## src/rtl/flash_boot_loader.sv

```systemverilog
// Post-reset boot copier: one SPI READ (0x03) burst from flash, packed little-endian
// into 16-bit words and written over Wishbone; the CPU is held in reset until it finishes.
module flash_boot_loader #(
    parameter logic [23:0] FLASH_ADDR = 24'h000000,
    parameter logic [18:0] DEST_ADR   = 19'h7F000,
    parameter int unsigned WORDS      = 4096,
    parameter int unsigned CLK_DIV    = 2
) (
    input  logic        clk,
    input  logic        rst,
    input  logic        start,
    output logic [15:0] wb_dat_o,
    input  logic [15:0] wb_dat_i,
    output logic [18:0] wb_adr_o,
    output logic        wb_we_o,
    output logic        wb_tga_o,
    output logic        wb_stb_o,
    output logic        wb_cyc_o,
    output logic [1:0]  wb_sel_o,
    input  logic        wb_ack_i,
    output logic        spi_sck,
    output logic        spi_cs_n,
    output logic        spi_mosi,
    input  logic        spi_miso,
    output logic        busy,
    output logic        done,
    output logic        cpu_rst_o
);

    localparam int unsigned DIV_W = (CLK_DIV > 1) ? $clog2(CLK_DIV) : 1;
    localparam int unsigned BIT_W = 5;
    localparam int unsigned IDX_W = 16;
    localparam logic [DIV_W-1:0] DIV_LAST = DIV_W'(CLK_DIV - 1);
    localparam logic [IDX_W-1:0] IDX_LAST = IDX_W'(WORDS - 1);
    localparam logic [31:0]      CMD_WORD = {8'h03, FLASH_ADDR};

    typedef enum logic [2:0] {
        CMD     = 3'd0,
        READ_LO = 3'd1,
        READ_HI = 3'd2,
        WB_WR   = 3'd3,
        DONE    = 3'd4
    } state_e;

    state_e             state_q, state_d;
    logic [DIV_W-1:0]   div_q, div_d;
    logic               sck_q, sck_d;
    logic [BIT_W-1:0]   bit_q, bit_d;
    logic               mosi_q, mosi_d;
    logic               cs_n_q, cs_n_d;
    logic [7:0]         lo_q, lo_d;
    logic [7:0]         hi_q, hi_d;
    logic [IDX_W-1:0]   idx_q, idx_d;
    logic               stb_q, stb_d;
    logic               we_q, we_d;
    logic [1:0]         sel_q, sel_d;
    logic [18:0]        adr_q, adr_d;
    logic [15:0]        dat_q, dat_d;
    logic               busy_q, busy_d;
    logic               done_q, done_d;
    logic               cpu_rst_q, cpu_rst_d;
    logic               sck_rise_c;
    logic               bit_end_c;
    logic               prime_c;
    logic               unused_rdata;

    // Read data is never consumed: the loader only writes.
    assign unused_rdata = ^wb_dat_i;

    always_ff @(posedge clk) begin
        if (rst) begin
            state_q   <= CMD;
            div_q     <= '0;
            sck_q     <= 1'b0;
            bit_q     <= '0;
            mosi_q    <= 1'b0;
            cs_n_q    <= 1'b1;
            lo_q      <= '0;
            hi_q      <= '0;
            idx_q     <= '0;
            stb_q     <= 1'b0;
            we_q      <= 1'b0;
            sel_q     <= '0;
            adr_q     <= '0;
            dat_q     <= '0;
            busy_q    <= 1'b0;
            done_q    <= 1'b0;
            cpu_rst_q <= 1'b1;
        end else begin
            state_q   <= state_d;
            div_q     <= div_d;
            sck_q     <= sck_d;
            bit_q     <= bit_d;
            mosi_q    <= mosi_d;
            cs_n_q    <= cs_n_d;
            lo_q      <= lo_d;
            hi_q      <= hi_d;
            idx_q     <= idx_d;
            stb_q     <= stb_d;
            we_q      <= we_d;
            sel_q     <= sel_d;
            adr_q     <= adr_d;
            dat_q     <= dat_d;
            busy_q    <= busy_d;
            done_q    <= done_d;
            cpu_rst_q <= cpu_rst_d;
        end
    end

    always_comb begin
        state_d    = state_q;
        div_d      = div_q;
        sck_d      = sck_q;
        bit_d      = bit_q;
        mosi_d     = mosi_q;
        cs_n_d     = cs_n_q;
        lo_d       = lo_q;
        hi_d       = hi_q;
        idx_d      = idx_q;
        stb_d      = stb_q;
        we_d       = we_q;
        sel_d      = sel_q;
        adr_d      = adr_q;
        dat_d      = dat_q;
        busy_d     = busy_q;
        done_d     = done_q;
        cpu_rst_d  = cpu_rst_q;
        sck_rise_c = 1'b0;
        bit_end_c  = 1'b0;
        prime_c    = 1'b0;

        // SCK engine: CLK_DIV cycles low then CLK_DIV high per bit; frozen outside the shift states.
        if ((state_q == CMD || state_q == READ_LO || state_q == READ_HI) && !cs_n_q) begin
            if (div_q == DIV_LAST) begin
                div_d      = '0;
                sck_d      = !sck_q;
                sck_rise_c = !sck_q;
                bit_end_c  = sck_q;
            end else begin
                div_d = div_q + 1'b1;
            end
        end

        case (state_q)
            CMD: begin
                if (cs_n_q) begin
                    prime_c = 1'b1;
                end else if (bit_end_c) begin
                    if (bit_q == BIT_W'(31)) begin
                        state_d = READ_LO;
                        bit_d   = '0;
                        mosi_d  = 1'b0;
                    end else begin
                        bit_d  = bit_q + BIT_W'(1);
                        mosi_d = CMD_WORD[BIT_W'(30) - bit_q];
                    end
                end
            end
            READ_LO: begin
                if (sck_rise_c) begin
                    lo_d = {lo_q[6:0], spi_miso};
                end
                if (bit_end_c) begin
                    if (bit_q == BIT_W'(7)) begin
                        state_d = READ_HI;
                        bit_d   = '0;
                    end else begin
                        bit_d = bit_q + BIT_W'(1);
                    end
                end
            end
            READ_HI: begin
                if (sck_rise_c) begin
                    hi_d = {hi_q[6:0], spi_miso};
                end
                if (bit_end_c) begin
                    if (bit_q == BIT_W'(7)) begin
                        state_d = WB_WR;
                        bit_d   = '0;
                        stb_d   = 1'b1;
                        we_d    = 1'b1;
                        sel_d   = 2'b11;
                        adr_d   = DEST_ADR + 19'(idx_q);
                        dat_d   = {hi_q, lo_q};
                    end else begin
                        bit_d = bit_q + BIT_W'(1);
                    end
                end
            end
            WB_WR: begin
                // Flash burst stays open (CS low, SCK low) while the slave stalls.
                if (wb_ack_i) begin
                    stb_d = 1'b0;
                    we_d  = 1'b0;
                    sel_d = '0;
                    idx_d = idx_q + IDX_W'(1);
                    if (idx_q == IDX_LAST) begin
                        state_d   = DONE;
                        cs_n_d    = 1'b1;
                        done_d    = 1'b1;
                        busy_d    = 1'b0;
                        cpu_rst_d = 1'b0;
                    end else begin
                        state_d = READ_LO;
                        bit_d   = '0;
                        div_d   = '0;
                        sck_d   = 1'b0;
                    end
                end
            end
            DONE: begin
                if (start) begin
                    prime_c = 1'b1;
                end
            end
            default: begin
                state_d = CMD;
            end
        endcase

        // Open a fresh READ burst: first command bit is presented in the very next cycle.
        if (prime_c) begin
            state_d = CMD;
            cs_n_d  = 1'b0;
            busy_d  = 1'b1;
            done_d  = 1'b0;
            mosi_d  = CMD_WORD[31];
            bit_d   = '0;
            div_d   = '0;
            sck_d   = 1'b0;
            idx_d   = '0;
        end
    end

    assign wb_dat_o  = dat_q;
    assign wb_adr_o  = adr_q;
    assign wb_we_o   = we_q;
    assign wb_tga_o  = 1'b0;
    assign wb_stb_o  = stb_q;
    assign wb_cyc_o  = stb_q;
    assign wb_sel_o  = sel_q;
    assign spi_sck   = sck_q;
    assign spi_cs_n  = cs_n_q;
    assign spi_mosi  = mosi_q;
    assign busy      = busy_q;
    assign done      = done_q;
    assign cpu_rst_o = cpu_rst_q;

endmodule

```

## config.mk

```make
export PLATFORM = sky130hd
export DESIGN_NAME = flash_boot_loader
export DESIGN_NICKNAME = d
export VERILOG_FILES = /design/src/rtl/flash_boot_loader.sv
export SDC_FILE = /design/constraint.sdc
export NUM_CORES = 1
export LEC_CHECK = 0
export CAP_MARGIN = 30
export CELL_PAD_IN_SITES_DETAIL_PLACEMENT = 0
export CELL_PAD_IN_SITES_GLOBAL_PLACEMENT = 1
export CORE_UTILIZATION = 35
export CTS_CLUSTER_SIZE = 12
export DETAILED_ROUTE_END_ITERATION = 10
export GPL_TIMING_DRIVEN = 0
export HOLD_SLACK_MARGIN = 0.15
export PLACE_DENSITY = 0.87
export SETUP_SLACK_MARGIN = 0.5
export SYNTH_ARGS = -nofsm -noshare
export SYNTH_HDL_FRONTEND = slang
export SYNTH_SLANG_ARGS = --single-unit
```

## constraint.sdc

```tcl
create_clock -name clk -period 1.8 [get_ports clk]
set_input_delay 0.36 -clock clk [delete_from_list [all_inputs] [get_ports clk]]
set_output_delay 0.36 -clock clk [all_outputs]
set_load 0.01 [all_outputs]
```

* Yosys cells after proc, flatten, opt, wreduce, memory -nomap -nowiden
Memory sizes are Yosys's and may differ from the RTL's. Cells that the tools add are included.
Storage, ports and cells: bits in registers 85, latch bits 0, RAM bits 0, bits in read-only memories 32, output and inout port bits 47, logic and storage cells 118, memories kept 1
Operators by class: $add $sub $neg 5, multiply operators 0, divide/modulo/power cells 0, order comparisons 1, eq/ne operators 17, shift-type cells 0, multiplexer cells 53, bitwise operators 2, reductions and logical operators 23
Memory list:
- (name not given) | depth 32, bits a word 1, rd ports 1, clocked after Yosys merged registers in 0, wr ports 0, line 155 | mosi_d = CMD_WORD[BIT_W'(30) - bit_q];
Operator list (count):
- 5-bit two-way mux | 7
- 1-bit two-way mux | 29
- 3-bit two-way mux | 9
- 13-bit by 17-bit adder with 18-bit output, first input constant | 1
- 16-bit by 1-bit adder with 16-bit output, second input constant | 1
- 16-bit by 12-bit == test with 1-bit output, second input constant | 1
- 3-bit case mux with 5 select lines | 1
- 5-bit case mux with 3 select lines | 1
- 2-bit inequality test, second input constant | 6
- 3-bit AND reduction | 4
- 9-bit AND reduction | 1
- 2-bit by 1-bit inequality test with 1-bit output, second input constant | 4
- 2-bit nonzero test | 4
- 3-bit by 2-bit == test with 1-bit output, second input constant | 2
- 5-bit by 6-bit < comparator with 1-bit output, second input constant | 1
- 2-bit two-way mux | 3
- 2-bit AND reduction | 3
- 6-bit AND reduction | 1
- 5-bit by 1-bit adder with 5-bit output, second input constant | 1
- 5-bit by 3-bit == test with 1-bit output, second input constant | 1
- 5-bit == test, second input constant | 1
- 5-bit subtractor, first input constant | 1
- 1-bit case mux with 2 select lines | 2
- 2-bit case mux with 2 select lines | 1
- 11 further kinds | 15

* Longest topological paths before layout
depth after elaboration 8, depth in mapped cells 8, depth with buffers taken out 7

* Least setup slack after synthesis
OpenSTA, ideal clock, no wires.
path type register -> register, start point register idx_q[12], end point register bit_q[1], setup time 0.116 ns, arrival 1.769 ns, data required time 1.684 ns, path slack -0.085 ns, stages on the path, launching flop included 8, path buffers 0, clock period less this slack 1.885 ns, cell sequence dfxtp_1 inv_1 ha_1 or3b_4 nor4_4 a311o_2 and3_2 a31o_2
On the way: cells in the longest elaborated chain, start to end 3
Ends and longest elaborated chain:
- from (decl) | line 53 | logic [IDX_W-1:0] idx_q, idx_d;
- from (signal assigned) | line 98 | idx_q <= idx_d;
- 16-bit by 12-bit == test with 1-bit output | line 197 | if (idx_q == IDX_LAST) begin
- 2-bit inequality test (no line)
- 6-bit AND reduction (no line)
- to (signal assigned) | line 93 | bit_q <= bit_d;
- to (decl) | line 48 | logic [BIT_W-1:0] bit_q, bit_d;
No other way between the ends. A chain may end at the register's enable or synchronous reset.

* Worst setup path after layout
start point register idx_q[13], end point register bit_q[1]
The elaborated chain is that of the path after synthesis.

==> results_dict.tcl <==
set metrics [dict create \
    status "finished, violations left" \
    violations "negative setup slack" \
    avgSynthCellArea_um2 8.58 \
    numClockSinks 82 \
    worstMarginPinSlew_ns 0.787 \
    setup_ws_ns -0.161 \
    grt_max_degree 16 \
    fin_cells 668 \
    path_delay_family "compound AO/OA/AOI/OAI gates" \
    synth-edff-count 0 \
    ir_drop_v 0.000476 \
    start_util 0.361 \
    synthFlopType "dfxtp_1" \
    core-area_um2 9730 \
    area_growth_pct 66.1 \
    fin_crit_ns 1.96 \
    wl_per_cell_um 17.0 \
    clk_path_buf_depth 2 \
    syn_inst 409 \
    overflow 0 \
    finalCritPeriodShare 1.09 \
    wl_met2_mm 5.92 \
    rsz0062_at_grt "true" \
    grt_pass1_vias 3452 \
    path_class "flip-flop to flip-flop" \
    viasPerCell 5.11 \
    drtIter0Drc 133 \
    layout.nets 560 \
    dr.pass1.iters 4 \
    dieArea_um2 10400 \
    top_layer "met4" \
    ys_ff_latch 82 \
    vias 3412 \
    min_path_type "flip-flop to flip-flop" \
    required_ns 2.05 \
    worstPathArrival_ns 2.22 \
    timing.fmax_mhz 510 \
    cpPeakStageDelay_ns 0.45 \
    clock_skew_ns 0.0125 \
    critPathSlowestCell "a311o_2" \
    slew_headroom 0.475 \
    grt_pass1_wl_mm 16.9 \
    drtAntennaViolNets 0 \
    ys_seq_area_frac 0.468 \
    p_total_mw 3.27 \
    cap_viol_max_count 0 \
    cts_made_buffers 9 \
    cts_tree "yes" \
    path_buf_inv 2 \
    post-route-util 0.599 \
    drv_slew 0 \
    place_area_um2 4300 \
    io_buffers 50 \
    track_usage 0.211 \
    num_rows 36 \
    final_layout_size_suffix_gt1_frac 0.585 \
    chipHeight_um 102 \
    routed-wl-met3_um 533 \
    synthArstFlopShare 0 \
    routed_wl_mm 11.4 \
    crit_path_cell_trace "inv_4 > ha_4 > or3b_4 > nor4_4 > buf_4 > a311o_2 > and3_2 > a31o_2" \
    place_ws_ns -0.294 \
    drc_errors 0 \
    h-tree-depth 3 \
    ioPinCount 68 \
    hold_viol 0 \
    place_inst 592 \
    yosysWarnings 0 \
    num_antenna_cells 0 \
    worst_hold_slack_ns 0.458 \
    insertion_delay_ns 0.35 \
    hold_buffers 0 \
    cts-root-buf "clkbuf_8" \
    syn_nets 439 \
    critPathCaptureType "flip-flop" \
    worst-path-max-fanout 6 \
    drt-met1-wl_mm 4.77 \
    p_per_area_nw_per_um2 561 \
    setup_tns_ns -0.648 \
    final_area_um2 5830 \
    cp-start-kind "flip-flop" \
    gp_congestion 0.815 \
    chipWidth_um 102 \
    dp_hpwl_mm 5.80 \
    synth_cell_types 50 \
    setup_viol 8 \
    antenna_found_initial 0 \
    p_leak_nw 2.53 \
    path_clk_slew_ns 0.10 \
    synth_area_um2 3510 \
]
worst register-to-register path: cells and delay by family, from the launching register on:
family / cells / cell delay, ns
adders and majority gates: 1 / 0.14
and+or+nand+nor: 3 / 0.51
AOI/OAI and AO/OA: 2 / 0.65
buffers and inverters: 2 / 0.20
DFF: 1 / 0.37
layer usage:
metal,track usage,vias to the layer above
met5,0,-
met4,0.0626,0
met3,0.0417,15
met2,0.373,97
met1,0.259,1677
li1,-,1623
cells in the final DEF, fill, tap and decap left out, types with 6 or more instances in the layout:
cell             instances
mux2i_1                 16
a21oi_1                  9
nor2_4                  16
dfxtp_4                  9
nor2_1                  39
nand3_1                  6
nand2_4                 19
dfxtp_1                 47
dfxtp_2                 26
clkdlybuf4s15_2         11
buf_8                    9
clkbuf_2                16
buf_6                   31
buf_4                   39
a21oi_2                 32
buf_2                   13
xor2_1                   6
nand2_1                 48
clkbuf_8                12
nand2_2                 13
flip-flops by register name (all words and copies together) (netlist names):
name       flops
idx_q         16
spi_sck        1
cpu_rst_o      1
wb_dat_o      16
spi_mosi       1
busy           1
wb_sel_o       1
bit_q          5
div_q          1
lo_q           8
done           1
wb_adr_o      18
state_q        3
spi_cs_n       1
hi_q           8
cell type report:
type,count,area (um2)
Fill cell,769,3900
Multi-Input combinational cell,294,2420
Sequential cell,82,1710
Timing Repair Buffer,110,948
Buffer,29,382
Tap cell,133,166
Clock buffer,10,138
Clock inverter,6,50.0
Inverter,4,20.0
cells in the mapped netlist (3+ instances only):
cell	count	area, um2
and3_1	4	25.0
mux2i_1	18	180
inv_1	4	15.0
xnor2_1	8	70.1
nor3_1	5	25.0
a211oi_1	6	45.0
nand3_1	12	60.1
clkbuf_1	13	48.8
dfxtp_1	82	1640
a32oi_1	3	26.3
buf_2	3	15.0
and4_1	3	26.3
nand4_1	4	25.0
xor2_1	10	87.6
ha_1	9	113
a21oi_1	41	205
nand2_1	80	300
buf_4	10	75.1
nor2_1	56	210
logic make-up (layout without fill, tap and decap cells):
logic type               after synthesis  in the layout  share of synthesized area
multiplexers                          18             18                     0.0513
AO/OA/AOI/OAI                         66             66                      0.114
flip-flops                            82             82                      0.468
XOR/XNOR                              18             18                     0.0449
adder cells (fa/ha/maj)                9              9                     0.0321
other                                  1              1                    0.00107
AND/OR/NAND/NOR                      182            182                      0.239
buffers and inverters                 33            159                     0.0495
report_power, final:
part / switching, mW / leakage [nW] / internal (mW)
combinational: 0.0965 / 1.76 / 0.0831
clock: 0.726 / 0.0891 / 0.551
sequential: 0.00830 / 0.681 / 1.80
total: 0.831 / 2.53 / 2.44
what timing repair did:
action | in CTS | in global routing
buffers inserted | 41 | 11
cloned | 8 | 0
endpoints found under the setup margin | 128 | 122
gates resized for setup | 307 | 137
pin swaps | 46 | 29
worst paths after layout:
path / start / endpoint / slack (ns) / cells past startpoint
max reg2reg: idx_q[13]$_SDFFE_PP0P_ / bit_q[1]$_SDFFE_PP0P_ / -0.16 / 8
min reg2reg: lo_q[7]$_SDFFE_PP0P_ / wb_dat_o[7]$_SDFFE_PP0P_ / 0.46 / 2
max: idx_q[13]$_SDFFE_PP0P_ / bit_q[1]$_SDFFE_PP0P_ / -0.16 / 8
min: lo_q[7]$_SDFFE_PP0P_ / wb_dat_o[7]$_SDFFE_PP0P_ / 0.46 / 2
Power figures use the tool's default switching activity.
